[config.mk]
export PLATFORM = sky130hd
export DESIGN_NAME = result_drain
export DESIGN_NICKNAME = d
export VERILOG_FILES = /design/src/rtl/result_drain_pkg.sv /design/src/rtl/result_drain_rise_detect.sv /design/src/rtl/result_drain.sv
export SDC_FILE = /design/constraint.sdc
export NUM_CORES = 1
export LEC_CHECK = 0
export BUFFER_PORTS_ARGS = -buffer_cell sky130_fd_sc_hd__buf_2
export CORE_MARGIN = 2
export CORE_UTILIZATION = 50
export DETAILED_ROUTE_END_ITERATION = 10
export PLACE_DENSITY = 0.72
export SLEW_MARGIN = 20
export SYNTH_ARGS = -nofsm -noshare
export SYNTH_HDL_FRONTEND = slang
export SYNTH_SLANG_ARGS = --single-unit
export TNS_END_PERCENT = 10
[constraint.sdc]
create_clock -name i_clk -period 6.6 [get_ports i_clk]
set_input_delay 0.99 -clock i_clk [delete_from_list [all_inputs] [get_ports i_clk]]
set_output_delay 0.99 -clock i_clk [all_outputs]
set_load 0.02 [all_outputs]
[src/rtl/result_drain_pkg.sv]
// Shared types and helpers for the result drain block.
// Build option: RESULT_DRAIN_CKSUM_EN adds a trailing XOR checksum beat.
package result_drain_pkg;

    typedef enum logic [1:0] {
        IDLE  = 2'd0,
        SEND  = 2'd1,
        CKSUM = 2'd2
    } state_t;

    // Beat index width: must hold 0..N*N (N*N is the checksum beat index).
    function automatic int idx_width(input int n);
        return $clog2(n * n + 1);
    endfunction

    // Low bit of element k on the flat result bus.
    function automatic int elem_lo(input int k, input int w);
        return k * w;
    endfunction

endpackage

[src/rtl/result_drain_rise_detect.sv]
// Rising-edge detector: one-cycle pulse when a level goes from 0 to 1.
module rise_detect (
    input  logic clk,
    input  logic rst,
    input  logic level,
    output logic rise
);

    logic level_q;

    // Track the previous level every cycle, independent of any consumer state.
    always_ff @(posedge clk) begin
        if (rst) level_q <= 1'b0;
        else     level_q <= level;
    end

    assign rise = level & ~level_q;

endmodule

[src/rtl/result_drain.sv]
// Snapshots the flat N*N result bus on the rising edge of done and streams
// it out one element per beat over valid/ready.
// Build option: RESULT_DRAIN_CKSUM_EN appends one beat carrying the XOR of
// all elements (o_idx = N*N, o_last on that beat instead of the last element).
module result_drain
    import result_drain_pkg::*;
#(
    parameter int W  = 16,
    parameter int N  = 3,
    localparam int IW = idx_width(N)
) (
    input  logic             i_clk,
    input  logic             i_rst,
    input  logic             i_done,
    input  logic [W*N*N-1:0] i_C,
    output logic [W-1:0]     o_data,
    output logic             o_valid,
    input  logic             i_ready,
    output logic [IW-1:0]    o_idx,
    output logic             o_last,
    output logic             o_busy
);

    localparam int NN = N * N;
    localparam logic [IW-1:0] LAST_IDX = IW'(NN - 1);
`ifdef RESULT_DRAIN_CKSUM_EN
    localparam logic [IW-1:0] CK_IDX = IW'(NN);
    localparam bit CK_EN = 1'b1;
`else
    localparam bit CK_EN = 1'b0;
`endif

    state_t          state;
    logic [IW-1:0]   idx;
    logic [IW-1:0]   next_idx;
    logic [W-1:0]    res_buf [NN];
    logic            start;
    logic            hs;
`ifdef RESULT_DRAIN_CKSUM_EN
    logic [W-1:0]    acc;
`endif

    rise_detect u_rise (
        .clk   (i_clk),
        .rst   (i_rst),
        .level (i_done),
        .rise  (start)
    );

    assign hs       = o_valid & i_ready;
    assign next_idx = idx + IW'(1);
    assign o_busy   = (state != IDLE);

    // Burst FSM; all outputs are registered so o_valid never depends on i_ready.
    always_ff @(posedge i_clk) begin
        if (i_rst) begin
            state   <= IDLE;
            o_valid <= 1'b0;
            o_last  <= 1'b0;
            o_data  <= '0;
            o_idx   <= '0;
            idx     <= '0;
            for (int k = 0; k < NN; k++) res_buf[k] <= '0;
`ifdef RESULT_DRAIN_CKSUM_EN
            acc     <= '0;
`endif
        end else begin
            case (state)
                IDLE: begin
                    // A start seen outside IDLE is simply never looked at.
                    if (start) begin
                        for (int k = 0; k < NN; k++)
                            res_buf[k] <= i_C[elem_lo(k, W) +: W];
                        o_data  <= i_C[W-1:0];
                        o_idx   <= '0;
                        idx     <= '0;
                        o_valid <= 1'b1;
                        o_last  <= !CK_EN && (NN == 1);
`ifdef RESULT_DRAIN_CKSUM_EN
                        acc     <= '0;
`endif
                        state   <= SEND;
                    end
                end
                SEND: begin
                    if (hs) begin
                        idx <= next_idx;
`ifdef RESULT_DRAIN_CKSUM_EN
                        acc <= acc ^ o_data;
`endif
                        if (idx == LAST_IDX) begin
`ifdef RESULT_DRAIN_CKSUM_EN
                            o_data <= acc ^ o_data;
                            o_idx  <= CK_IDX;
                            o_last <= 1'b1;
                            state  <= CKSUM;
`else
                            o_valid <= 1'b0;
                            o_last  <= 1'b0;
                            state   <= IDLE;
`endif
                        end else begin
                            o_data <= res_buf[next_idx];
                            o_idx  <= next_idx;
                            o_last <= !CK_EN && (next_idx == LAST_IDX);
                        end
                    end
                end
`ifdef RESULT_DRAIN_CKSUM_EN
                CKSUM: begin
                    if (hs) begin
                        o_valid <= 1'b0;
                        o_last  <= 1'b0;
                        state   <= IDLE;
                    end
                end
`endif
                default: state <= IDLE;
            endcase
        end
    end

endmodule
## After elaboration in Yosys (flattened, before gate mapping)

Memories as Yosys holds them, arrays and structs flattened.
Index checks and enable logic that the tools add are counted.

- Flip-flop bits (word level): 29
- Memory bits (writable): 144
- Bits of input ports: 148
- Output and inout port bits: 23
- Logic and storage cells: 72
- Memories kept: 1

- Add/subtract/negate cells: 1
- Equal/unequal tests: 7
- Mux-type cells: 37
- Bitwise gates (word level): 12
- Reductions and logical operators: 7

Memories:

| name | depth | bits a word | rd ports | clocked after memory_dff | write ports | RTL line | source |
|---|---|---|---|---|---|---|---|
| res_buf | 9 | 16 | 1 | 0 | 9 | result_drain.sv:36 | `logic [W-1:0] res_buf [NN];` |

Operator list:

| kind | number |
|---|---|
| 2-to-1 mux 16 bit | 12 |
| one-hot mux 16 bit (2 select lines) | 1 |
| 2-to-1 mux 4 bit | 4 |
| one-hot mux 4 bit (2 select lines) | 2 |
| 2-to-1 mux 1 bit | 12 |
| OR 1 bit | 9 |
| == test 4 bit (second input constant) | 2 |
| inequality test 2 bit (second input constant) | 4 |
| AND reduction 4 bit | 2 |
| 2-to-1 mux 2 bit | 3 |
| AND reduction 3 bit | 2 |
| adder 4 x 1 -> 4 bit (second input constant) | 1 |
| one-hot mux 1 bit (2 select lines) | 2 |
| one-hot mux 2 bit (2 select lines) | 1 |
| nonzero test 2 bit | 2 |
| AND 1 bit | 2 |
| == test 2 x 1 -> 1 bit (second input constant) | 1 |
| zero test 2 bit | 1 |
| inverter 1 bit | 1 |

## Logic depth before layout (Yosys ltp)

Gate-level depths: netlist of the first run.

- Word-level depth: 7
- Mapped depth: 10
- Gate-level depth less buffers: 6

## By module

A second synthesis of the first run with hierarchy kept.

- Cell total of the unflattened synthesis: 518
- Area, all modules: 7546.0 um^2

Modules (own cells, without submodules):

| module | instances | cells each | area each (um^2) | seq. area each (um^2) |
|---|---|---|---|---|
| result_drain | 1 | 515 | 7498.4 | 4844.6 |
| rise_detect | 1 | 3 | 47.5 | 20.0 |

## Least setup slack after synthesis of the first run

No wires, ideal clock.

- Path kind: in2reg
- Start: in i_rst
- End: mem res_buf[0][0], enable pin
- Setup time: 0.528 ns
- Data arrival time: 5.062 ns
- Data required time: 6.072 ns
- Setup slack: 1.009 ns
- Stages: 3
- Path buffers: 2
- Cells stage by stage: clkbuf_1 -> buf_1 -> nand2b_1

RTL lines:

| what | RTL line | source |
|---|---|---|
| from (decl) | result_drain.sv:13 | `input logic i_rst,` |
| to (decl) | result_drain.sv:36 |  |

## Final worst setup path of the first run

- Start: reg idx[0]
- End: reg o_data[4]

- Longest elaborated chain between the ends: 5
- Elaborated cells between the ends (all ways): 8

RTL lines:

| what | RTL line | source |
|---|---|---|
| from (decl) | result_drain.sv:34 | `logic [IW-1:0] idx;` |
| from (signal assigned) | result_drain.sv:87 | `idx <= next_idx;` |
| adder 4 x 1 -> 4 bit | result_drain.sv:51 | `assign next_idx = idx + IW'(1);` |
| memory read (9 x 16 bit) | - |  |
| 2-to-1 mux 16 bit | result_drain.sv:91 | `if (idx == LAST_IDX) begin` |
| 2-to-1 mux 16 bit | result_drain.sv:86 | `if (hs) begin` |
| one-hot mux 16 bit (2 select lines) | result_drain.sv:68 | `case (state)` |
| to (signal assigned) | result_drain.sv:74 | `o_data <= i_C[W-1:0];` |
| to (signal assigned) | result_drain.sv:103 | `o_data <= res_buf[next_idx];` |
| to (decl) | result_drain.sv:16 | `output logic [W-1:0] o_data,` |

Parallel ways exist; a longest one is shown, timed or not. The select of a mux whose other input is x is not followed.
A chain may end at the register's enable or synchronous reset.

==> out/metrics.csv, run 1 <==
stage,metric,value,unit
timing,max_slew.worst_pin.slew,1087,ps
timing,max_clock_freq,296.9,MHz
floorplan,effective_utilization_at_floorplan,51.42,%
yosys,synth_largest_type_area_fraction,55.11,%
final_layout,multi_input_comb_area,2706,sq um
power_and_ir_drop,total_power,2550,uW
worst_hold_path,type_of_the_most_critical_hold_path,register to register,
detailed_routing,drt.antenna.violating_nets,0,
detailed_routing,post_drt_via_cell_ratio,5.159,
detailed_routing,routed_wirelength,16910,um
critical_path,worst-setup-path-type,register to register,
clock_network,cts-buffers-inserted,17,
global_route,grt_start_max_net_pins,145,
detailed_routing,initialDrtViolationCount,405,
global_route,grt_overflow_total,0,
timing,tns,0,ps
yosys,synth_sequential_area_ratio,62.00,%
power_and_ir_drop,worst_case_vdd_ir_drop,0.1944,mV
yosys,synth_largest_area_cell,edfxtp_1,
timing,unrepaired_setup_endpoints_after_global_routing,false,
critical_path,cp-start-kind,register,
yosys,seq_cells_post_synth,171,
yosys,yosys_most_used_dff,edfxtp_1,
floorplan,chip_height,129.3,um
yosys,post_synth.cell_area_avg,13.44,sq um
place,placement.io_buffers,170,
clock_network,clock_tree.root_cell,clkbuf_16,
power_and_ir_drop,power-per-cell-area,271.1,nW/um^2
critical_path,cp_max_fo,64,
detailed_routing,via_count,4953,
yosys,yosys-top-cells-count,"and2_1, edfxtp_1, mux2i_1",
clock_network,post_cts_hold_buffer_count,0,
place,postPlaceCellArea,8802,sq um
timing,finalSetupViolCount,0,
floorplan,die_area,16710,sq um
global_route,antenna_found_initial,0,
timing,finalMaxSlewViolations,0,
critical_path,critPathCaptureType,register,
floorplan,die_w,129.3,um
floorplan,placeableCoreArea,15260,sq um
final_layout,filler_cell_count,1198,
global_route,globalRouteTotalUtil,20.76,%
critical_path,crit_required,6940,ps
final_layout,n_antenna_cell,0,
run,drv.max_cap_violation_count,0,
place,final_hpwl_dp,11360,um
run_status,outcome,finished clean,
clock_network,clk_path_buf_depth,2,
yosys,synth-warning-count,0,
clock_network,post_cts.resized_instances,0,
detailed_routing,avgRoutedWirePerCell,17.62,um
power_and_ir_drop,p_leak,0.003724,uW
yosys,synth_cell_type_count,33,
floorplan,pin_count,171,
timing,hold_viol_final,0,
critical_path,cp_data_arrival_time,3710,ps
timing,max-slew-margin-rel,27.50,%
yosys,netlist_area,7846,sq um
final_layout,layout.area.seq,4865,sq um
clock_network,clk_transition_reported_paths,60,ps
clock_network,clk-insertion-delay-late,420,ps
yosys,asyncSetResetFlopFracSynth,0,%
yosys,synthesis.instances,584,
yosys,synth_enable_flop_cells,144,
place,gpl.final_weighted_congestion,0.8359,
clock_network,clock-sinks,171,
clock_network,post_cts_buffers,0,
global_route,wire_length_of_the_first_global_routing_pass,25610,um
clock_network,htree_levels,4,
floorplan,floorplan.rows,45,
yosys,synth_area_leaders,"edfxtp_1, and2_1, mux2i_1",
final_layout,post-route-cell-area,9404,sq um
final_layout,final_net_count,887,
detailed_routing,remaining_drc_errors,0,
yosys,postSynthNetCount,735,
timing,timing.final.crit_share,51.04,%
final_layout,proportion_of_layout_cells_with_a_drive_suffix_above_1,30.31,%
clock_network,cts_tree,done,
detailed_routing,detailed_routing_iterations_pass_1,5,
timing,clock_skew,6.717,ps
global_route,vias_in_the_first_global_route,4683,
timing,min_period,3368,ps
yosys,yosysMostFrequentCell,and2_1,
timing,finalHoldWorstSlack,495.7,ps
final_layout,flow.area_growth_from_synthesis,19.85,%
-- power by group --
group | switching [uW] | total [uW] | internal [uW] | leakage, uW
logic | 144 | 265 | 120 | 0.00167
registers | 33.0 | 1300 | 1270 | 0.00177
clock network | 393 | 987 | 594 | 0.000292
total | 570 | 2550 | 1980 | 0.00372
-- critical path, stage by stage (launching register included) --
cell and delay, ps:
dfxtp_1 540, inv_2 340, ha_4 1110, mux2i_1 250, mux4_2 500, or3_1 310
a31oi_1 190
-- path summary, 6_finish.rpt --
| path | end | slack (ps) | cells after the start | from |
|---|---|---|---|---|
| max reg2reg | o_data[4] | 3230 | 6 | idx[0] |
| max | o_data[4] | 3230 | 6 | idx[0] |
| min reg2reg | o_last | 500 | 2 | o_last |
| min | o_last | 500 | 2 | o_last |
-- metrics by stage --
step                cells  worst slack, ps  util (%)
detailed placement    928             2950     57.69
global route          960             3008     61.63
floorplan             584             1009         -
finish                960             3232     61.63
global placement      928             3061     57.69
CTS                   960             3226     61.61
-- registers in the layout, indices dropped and copies added, names as in the netlist --
signal and count:
o_last 1, o_idx 4, idx 4, o_valid 1, u_rise.level_q 1, o_data 16, res_buf 144
-- layer usage --
metal | vias to the layer above | wire, um | GRT usage, %
li1 | 2392 | - | -
met1 | 2341 | 8284 | 32.00
met2 | 201 | 7304 | 28.92
met3 | 19 | 1082 | 5.244
met4 | 0 | 240 | 6.650
met5 | - | 0 | 0
-- layout by cell type (no fill, tap or decap), types with 2 or more instances in the layout --
master,Yosys,final
mux2_2,2,2
nor2_1,9,9
o21ai_0,3,3
clkbuf_16,0,21
clkbuf_1,27,6
ha_1,3,2
a21o_1,16,16
nand3_1,17,17
nand2_1,7,7
a31oi_1,16,16
mux4_2,17,17
or3_1,16,16
clkbuf_8,0,2
mux2i_1,61,61
dfxtp_1,27,27
nand3b_1,3,3
a21oi_1,24,23
inv_1,20,20
xor2_2,1,2
clkinv_4,0,2
edfxtp_1,144,144
and2_1,146,146
buf_2,3,170
buf_4,3,4
-- final cells by class --
type / count / share of cell area, %
Clock buffer: 29 / 6.120
Tap cell: 211 / 2.807
Clock inverter: 3 / 0.2395
Multi-Input combinational cell: 350 / 28.78
Timing Repair Buffer: 175 / 9.486
Inverter: 21 / 0.8382
Sequential cell: 171 / 51.73
-- logic make-up after synthesis --
family / Yosys count / synth area share (%)
buffers and inverters: 63 / 3.971
adders and majority gates: 3 / 0.4784
AOI/OAI and AO/OA: 60 / 4.625
xor gates and xnor gates: 2 / 0.3190
DFF: 171 / 62.00
and+or+nand+nor: 205 / 15.66
muxes: 80 / 12.95
(Power assumes the default switching activity.)
==> run 2: changes to the inputs <==
- clock period: 6.6 -> 3.1 ns (I/O delays scaled with it)
==> run 2 against run 1 <==
Clock-buffer cell count fell by 7. Worst hold slack got worse by 210 ps. Non-clock buffer count rose by 12. Critical endpoint is now o_data[7]. Cell count rose by 1.3%. Highest routed layer unchanged. Largest cell class unchanged. Critical path type unchanged. Routed wire length fell by 0.24%. Critical path depth rose by 1. Clock power rose by 100%.
==> out/metrics.csv, run 2 (same netlist as run 1, synthesis figures left out) <==
stage,metric,value,unit,change
place,gpl.final_weighted_congestion,0.8709,,+4.2%
timing,finalSetupViolCount,0,,unchanged
timing,finalMaxSlewViolations,0,,unchanged
detailed_routing,routed_wirelength,16870,um,-0.24%
floorplan,die_area,16710,sq um,unchanged
timing,hold_viol_final,0,,unchanged
floorplan,floorplan.rows,45,,unchanged
detailed_routing,avgRoutedWirePerCell,17.36,um,-1.5%
timing,tns,0,ps,unchanged
final_layout,flow.area_growth_from_synthesis,20.91,%,
clock_network,clock_tree.root_cell,clkbuf_16,,
clock_network,cts_tree,done,,
detailed_routing,detailed_routing_iterations_pass_1,5,,unchanged
final_layout,layout.cells.most_common_list,"buf_2, and2_1, edfxtp_1, mux2i_1, dfxtp_1",,
clock_network,clock-sinks,171,,unchanged
clock_network,post_cts.resized_instances,0,,unchanged
global_route,grt_start_max_net_pins,99,,-32%
critical_path,worst_r2r_startpoint,idx[1],,
final_layout,post-route-cell-area,9487,sq um,+0.88%
worst_hold_path,min_to,u_rise.level_q,,
critical_path,crit_required,3450,ps,-3490 ps
detailed_routing,remaining_drc_errors,0,,unchanged
clock_network,post_cts_buffers,0,,unchanged
timing,timing.final.crit_share,80.44,%,+29 points
floorplan,placeableCoreArea,15260,sq um,unchanged
critical_path,critPathCaptureType,register,,
critical_path,cp_max_fo,28,,-56%
power_and_ir_drop,p_leak,0.003768,uW,+1.2%
power_and_ir_drop,worst_case_vdd_ir_drop,0.4309,mV,+120%
final_layout,n_antenna_cell,0,,unchanged
global_route,wire_length_of_the_first_global_routing_pass,25810,um,+0.78%
worst_hold_path,type_of_the_most_critical_hold_path,input port to register,,
clock_network,htree_levels,4,,unchanged
final_layout,reg_top3,"res_buf x144, o_data x16",,
clock_network,post_cts_hold_buffer_count,0,,unchanged
clock_network,clk-insertion-delay-late,430,ps,about the same
floorplan,effective_utilization_at_floorplan,51.42,%,unchanged
timing,unrepaired_setup_endpoints_after_global_routing,false,,
place,postPlaceCellArea,8942,sq um,+1.6%
worst_hold_path,min-delay-start,i_done,,
global_route,globalRouteTotalUtil,20.95,%,+0.20 points
global_route,vias_in_the_first_global_route,4787,,+2.2%
final_layout,leading_cell_type_in_the_layout_fill_and_taps_excluded,buf_2,,
power_and_ir_drop,power-per-cell-area,562.8,nW/um^2,+110%
timing,max_slew.worst_pin.slew,863.7,ps,-223.8 ps
final_layout,proportion_of_layout_cells_with_a_drive_suffix_above_1,31.01,%,+0.70 points
run,drv.max_cap_violation_count,0,,unchanged
run_status,outcome,finished clean,,
clock_network,clk_transition_reported_paths,60,ps,about the same
final_layout,final_net_count,899,,+1.4%
timing,clock_skew,5.925,ps,-0.7914 ps
detailed_routing,initialDrtViolationCount,428,,+5.7%
global_route,antenna_found_initial,0,,unchanged
critical_path,worst-setup-path-type,register to register,,
floorplan,die_w,129.3,um,unchanged
critical_path,reg2reg_to,o_data[7],,
detailed_routing,drt.antenna.violating_nets,0,,unchanged
place,final_hpwl_dp,12030,um,+6.0%
final_layout,regMostFlops,res_buf,,
worst_hold_path,hold-path-cell-count,2,,unchanged
detailed_routing,post_drt_via_cell_ratio,5.160,,about the same
timing,min_period,2494,ps,-874.8 ps
critical_path,reg2reg_slack,610,ps,-2630 ps
place,placement.io_buffers,170,,unchanged
critical_path,r2r.worst_path.cells,7,,+1
timing,max-slew-margin-rel,42.36,%,+15 points
critical_path,cp-start-kind,register,,
global_route,grt_overflow_total,0,,unchanged
floorplan,pin_count,171,,unchanged
detailed_routing,via_count,5016,,+1.3%
floorplan,chip_height,129.3,um,unchanged
final_layout,largest_reg_flops,144,,unchanged
clock_network,clk_path_buf_depth,2,,unchanged
critical_path,cp_data_arrival_time,2850,ps,-860 ps
timing,max_clock_freq,401.0,MHz,+35%
clock_network,cts-buffers-inserted,17,,unchanged
## run 2: changes by cell type in the layout (fill, tap and decap cells not counted), moves of 2 or more
cell / previous run / this run
buf_4: 4 / 13
buf_12: 0 / 4
clkbuf_16: 21 / 17
clkinv_1: 0 / 4
bufinv_16: 0 / 2
clkbuf_8: 2 / 0
clkinv_4: 2 / 0
clkinvlp_4: 0 / 2
## run 2: worst max path at each step
stage / start / depth (start not counted) / slack, ps / endpoint
global placement: idx[1] / 7 / 680 / o_data[7]
global route: idx[1] / 7 / 450 / o_data[7]
detailed placement: idx[1] / 7 / 630 / o_data[7]
CTS: idx[1] / 7 / 620 / o_data[7]
floorplan: i_rst / 3 / 530 / res_buf[0][0]
finish: idx[1] / 7 / 610 / o_data[7]
## run 2: final cells by class
| class | instances | area (sq um) |
|---|---|---|
| flip-flops and latches | 171 | 4865 |
| clock buffers | 22 | 444.2 |
| well taps | 211 | 264.0 |
| multi-input cells | 350 | 2706 |
| fillers | 1189 | 5772 |
| repair buffers | 187 | 1028 |
| clock inverters | 10 | 100.1 |
| inverters | 21 | 78.83 |
## run 2: critical path: stages, from the launching register on
cell,delay [ps]
dfxtp_1,390
inv_1,90
ha_4,520
buf_12,270
mux2i_1,140
mux4_2,470
or3_1,370
a31oi_1,180
## run 2: stage by stage
stage | std cells | hold slack (ps) | utilization (%) | setup slack, ps | total power, uW
global placement | 940 | 456.9 | 58.61 | 684.4 | 3375
CTS | 972 | 269.3 | 62.17 | 615.6 | 5373
finish | 972 | 288.3 | 62.17 | 606.4 | 5339
detailed placement | 940 | 469.0 | 58.61 | 634.2 | 3393
floorplan | 584 | 487.1 | - | 528.2 | 3155
global route | 972 | 304.2 | 62.17 | 450.3 | 5523
## run 2: layer usage
layer  GRT usage (%)  vias to the layer above  wire length, um
met1           30.89                     2369             7897
met4           6.458                        0              209
met2           30.71                      217             7520
met5               0                        -                0
li1                -                     2415                -
met3           5.533                       15             1242
## run 2: power by group
part / switching, uW / leakage (uW) / internal (uW)
combinational: 316 / 0.00174 / 274
clock: 824 / 0.000258 / 1170
sequential: 63.2 / 0.00177 / 2690
==> run 3: changes to the inputs <==
- CORE_UTILIZATION: 50 -> 49
- PLACE_DENSITY: 0.72 -> 0.74
- clock period: 3.1 -> 2.2 ns (I/O delays scaled with it)
==> run 3 against run 2 <==
Cell area is 1.5% higher. Clock power grew 45%. Highest routed layer unchanged. Critical path type unchanged. Clock skew increased by 2.1 ps. Critical endpoint is now o_data[6]. Critical path depth unchanged.
==> out/metrics.csv, run 3 (same netlist as run 1, synthesis figures left out) <==
stage,metric,value,unit,change
critical_path,crit_required,2550,ps,-900 ps
place,gpl.final_weighted_congestion,0.8207,,-5.8%
power_and_ir_drop,clockPowerShare,37.9,%,+0.5 points
timing,unrepaired_setup_endpoints_after_global_routing,true,,
critical_path,critical_path.startpoint,idx[1],,
critical_path,cp-start-kind,register,,
final_layout,filler_cell_count,1275,,+7.2%
detailed_routing,via_count,4993,,-0.46%
run_status,outcome,finished clean,,
final_layout,leading_cell_type_in_the_layout_fill_and_taps_excluded,buf_2,,
clock_network,cts_tree,done,,
global_route,globalRouteTotalUtil,21.09,%,+0.13 points
timing,tns,0,ps,unchanged
timing,hold_viol_final,0,,unchanged
power_and_ir_drop,worst_case_vdd_ir_drop,0.6512,mV,+51%
floorplan,effective_utilization_at_floorplan,49.75,%,-1.7 points
final_layout,post-route-cell-area,9629,sq um,+1.5%
critical_path,reg2reg_to,o_data[6],,
final_layout,regMostFlops,res_buf,,
clock_network,clk_transition_reported_paths,70,ps,about the same
final_layout,reg_top3,"res_buf x144, o_data x16",,
timing,finalSetupViolCount,0,,unchanged
timing,min_period,2138,ps,-355.8 ps
detailed_routing,detailed_routing_iterations_pass_1,5,,unchanged
critical_path,critPathCaptureType,register,,
power_and_ir_drop,p_leak,0.003822,uW,+1.5%
power_and_ir_drop,power-per-cell-area,792.2,nW/um^2,+41%
critical_path,worst-setup-path-type,register to register,,
detailed_routing,remaining_drc_errors,0,,unchanged
final_layout,multi_input_comb_area,2716,sq um,+0.37%
critical_path,crit_chain,inv_1 > ha_4 > buf_12 > mux2i_1 > mux4_2 > or3_1 > a31oi_1,,
final_layout,layout.cells.most_common_list,"buf_2, and2_1, edfxtp_1, mux2i_1, dfxtp_1",,
critical_path,worst-path-buf-inv,2,,unchanged
critical_path,cp_data_arrival_time,2490,ps,-360 ps
detailed_routing,routed_wirelength,17200,um,+2.0%
critical_path,cp_max_fo,22,,-21%
global_route,antenna_found_initial,2,,+2
detailed_routing,post_drt_via_cell_ratio,5.085,,-1.5%
timing,max_slew.worst_pin.slew,466.1,ps,-397.6 ps
global_route,vias_in_the_first_global_route,5077,,+6.1%
clock_network,clock-sinks,171,,unchanged
power_and_ir_drop,power.switching,1736,uW,+44%
power_and_ir_drop,power_frac_comb,11.2,%,about the same
global_route,grt_overflow_total,0,,unchanged
timing,max_clock_freq,467.8,MHz,+17%
clock_network,htree_levels,4,,unchanged
power_and_ir_drop,seqPwrFrac,50.9,%,-0.7 points
power_and_ir_drop,p_sw_share,22.76,%,+0.22 points
clock_network,post_cts.resized_instances,0,,unchanged
power_and_ir_drop,internal_power,5892,uW,+42%
timing,timing.final.crit_share,97.18,%,+17 points
critical_path,worst_r2r_startpoint,idx[1],,
floorplan,pin_count,171,,unchanged
place,placement.io_buffers,170,,unchanged
clock_network,clk_path_buf_depth,2,,unchanged
timing,finalHoldWorstSlack,155.1,ps,-133.2 ps
floorplan,placeableCoreArea,15770,sq um,+3.4%
floorplan,die_w,130.5,um,+0.98%
global_route,wire_length_of_the_first_global_routing_pass,26580,um,+3.0%
floorplan,die_area,17040,sq um,+2.0%
final_layout,largest_reg_flops,144,,unchanged
final_layout,proportion_of_layout_cells_with_a_drive_suffix_above_1,32.72,%,+1.7 points
place,final_hpwl_dp,12290,um,+2.2%
timing,max-slew-margin-rel,68.86,%,+27 points
timing,finalMaxSlewViolations,0,,unchanged
detailed_routing,initialDrtViolationCount,392,,-8.4%
detailed_routing,avgRoutedWirePerCell,17.51,um,+0.91%
clock_network,post_cts_buffers,0,,unchanged
critical_path,r2r.worst_path.cells,7,,unchanged
critical_path,worst_path_max_delay_cell,mux4_2,,
final_layout,layout.area.seq,4870,sq um,+0.10%
critical_path,reg2reg_slack,60,ps,-540 ps
floorplan,floorplan.rows,46,,+2.2%
run,drv.max_cap_violation_count,0,,unchanged
worst_hold_path,type_of_the_most_critical_hold_path,input port to register,,
floorplan,chip_height,130.5,um,+0.98%
detailed_routing,drt.antenna.violating_nets,0,,unchanged
global_route,grt_start_max_net_pins,87,,-12%
place,postPlaceCellArea,9041,sq um,+1.1%
critical_path,critical_path.max_stage_delay,490,ps,-30 ps
final_layout,final_net_count,902,,+0.33%
clock_network,cts-buffers-inserted,17,,unchanged
worst_hold_path,hold-path-cell-count,2,,unchanged
power_and_ir_drop,total_power,7629,uW,+43%
clock_network,post_cts_hold_buffer_count,0,,unchanged
timing,clock_skew,8.074,ps,+2.149 ps
worst_hold_path,min-delay-start,i_done,,
clock_network,clock_tree.root_cell,clkbuf_16,,
clock_network,clk-insertion-delay-late,430,ps,about the same
final_layout,flow.area_growth_from_synthesis,22.72,%,
worst_hold_path,min_to,u_rise.level_q,,
critical_path,cpLargestDelayFamily,multiplexers,,
==> run 3: area by class of cell <==
cell class / instances / share of cell area (%)
sequential: 171 / 50.57
multi-input combinational: 350 / 28.21
timing repair buffer: 190 / 11.56
clock buffer: 21 / 4.678
tap: 216 / 2.807
clock inverter: 11 / 1.273
inverter: 21 / 0.8446
antenna: 2 / 0.05198
==> run 3: power groups by stage <==
stage / Combinational (uW) / Sequential, uW / Clock [uW]
4_1_cts: 864 / 3880 / 2940
2_1_floorplan: 492 / 3960 / 0
3_3_place_gp: 837 / 3950 / 0
5_1_grt: 934 / 3910 / 3060
6_report: 855 / 3880 / 2890
3_5_place_dp: 858 / 3950 / 0
==> run 3: worst max-delay path by stage <==
| stage | end | slack [ps] | cells after the start |
|---|---|---|---|
| floorplan | res_buf[0][0] | -90 | 3 |
| global route | o_data[6] | -10 | 7 |
| CTS | o_data[14] | 50 | 7 |
| detailed placement | o_data[9] | 70 | 7 |
| global placement | o_data[12] | 100 | 7 |
| finish | o_data[6] | 60 | 7 |
==> run 3: layer usage <==
layer / global-route usage, % / routed length, um / vias to the layer above / part of all wire (%)
li1: - / - / 2437 / -
met3: 5.171 / 1216 / 27 / 7.1
met1: 28.23 / 7264 / 2348 / 42
met4: 8.385 / 359 / 0 / 2.1
met5: 0 / 0 / - / 0
met2: 33.49 / 8359 / 181 / 49
==> run 3: stage by stage <==
stage	util, %	std cells	setup WS [ps]
after CTS	60.96	980	45.47
final	61.06	982	62.13
after floorplan	-	584	-89.60
after global routing	61.06	982	-10.24
after global placement	57.33	948	103.5
after detailed placement	57.33	948	68.60
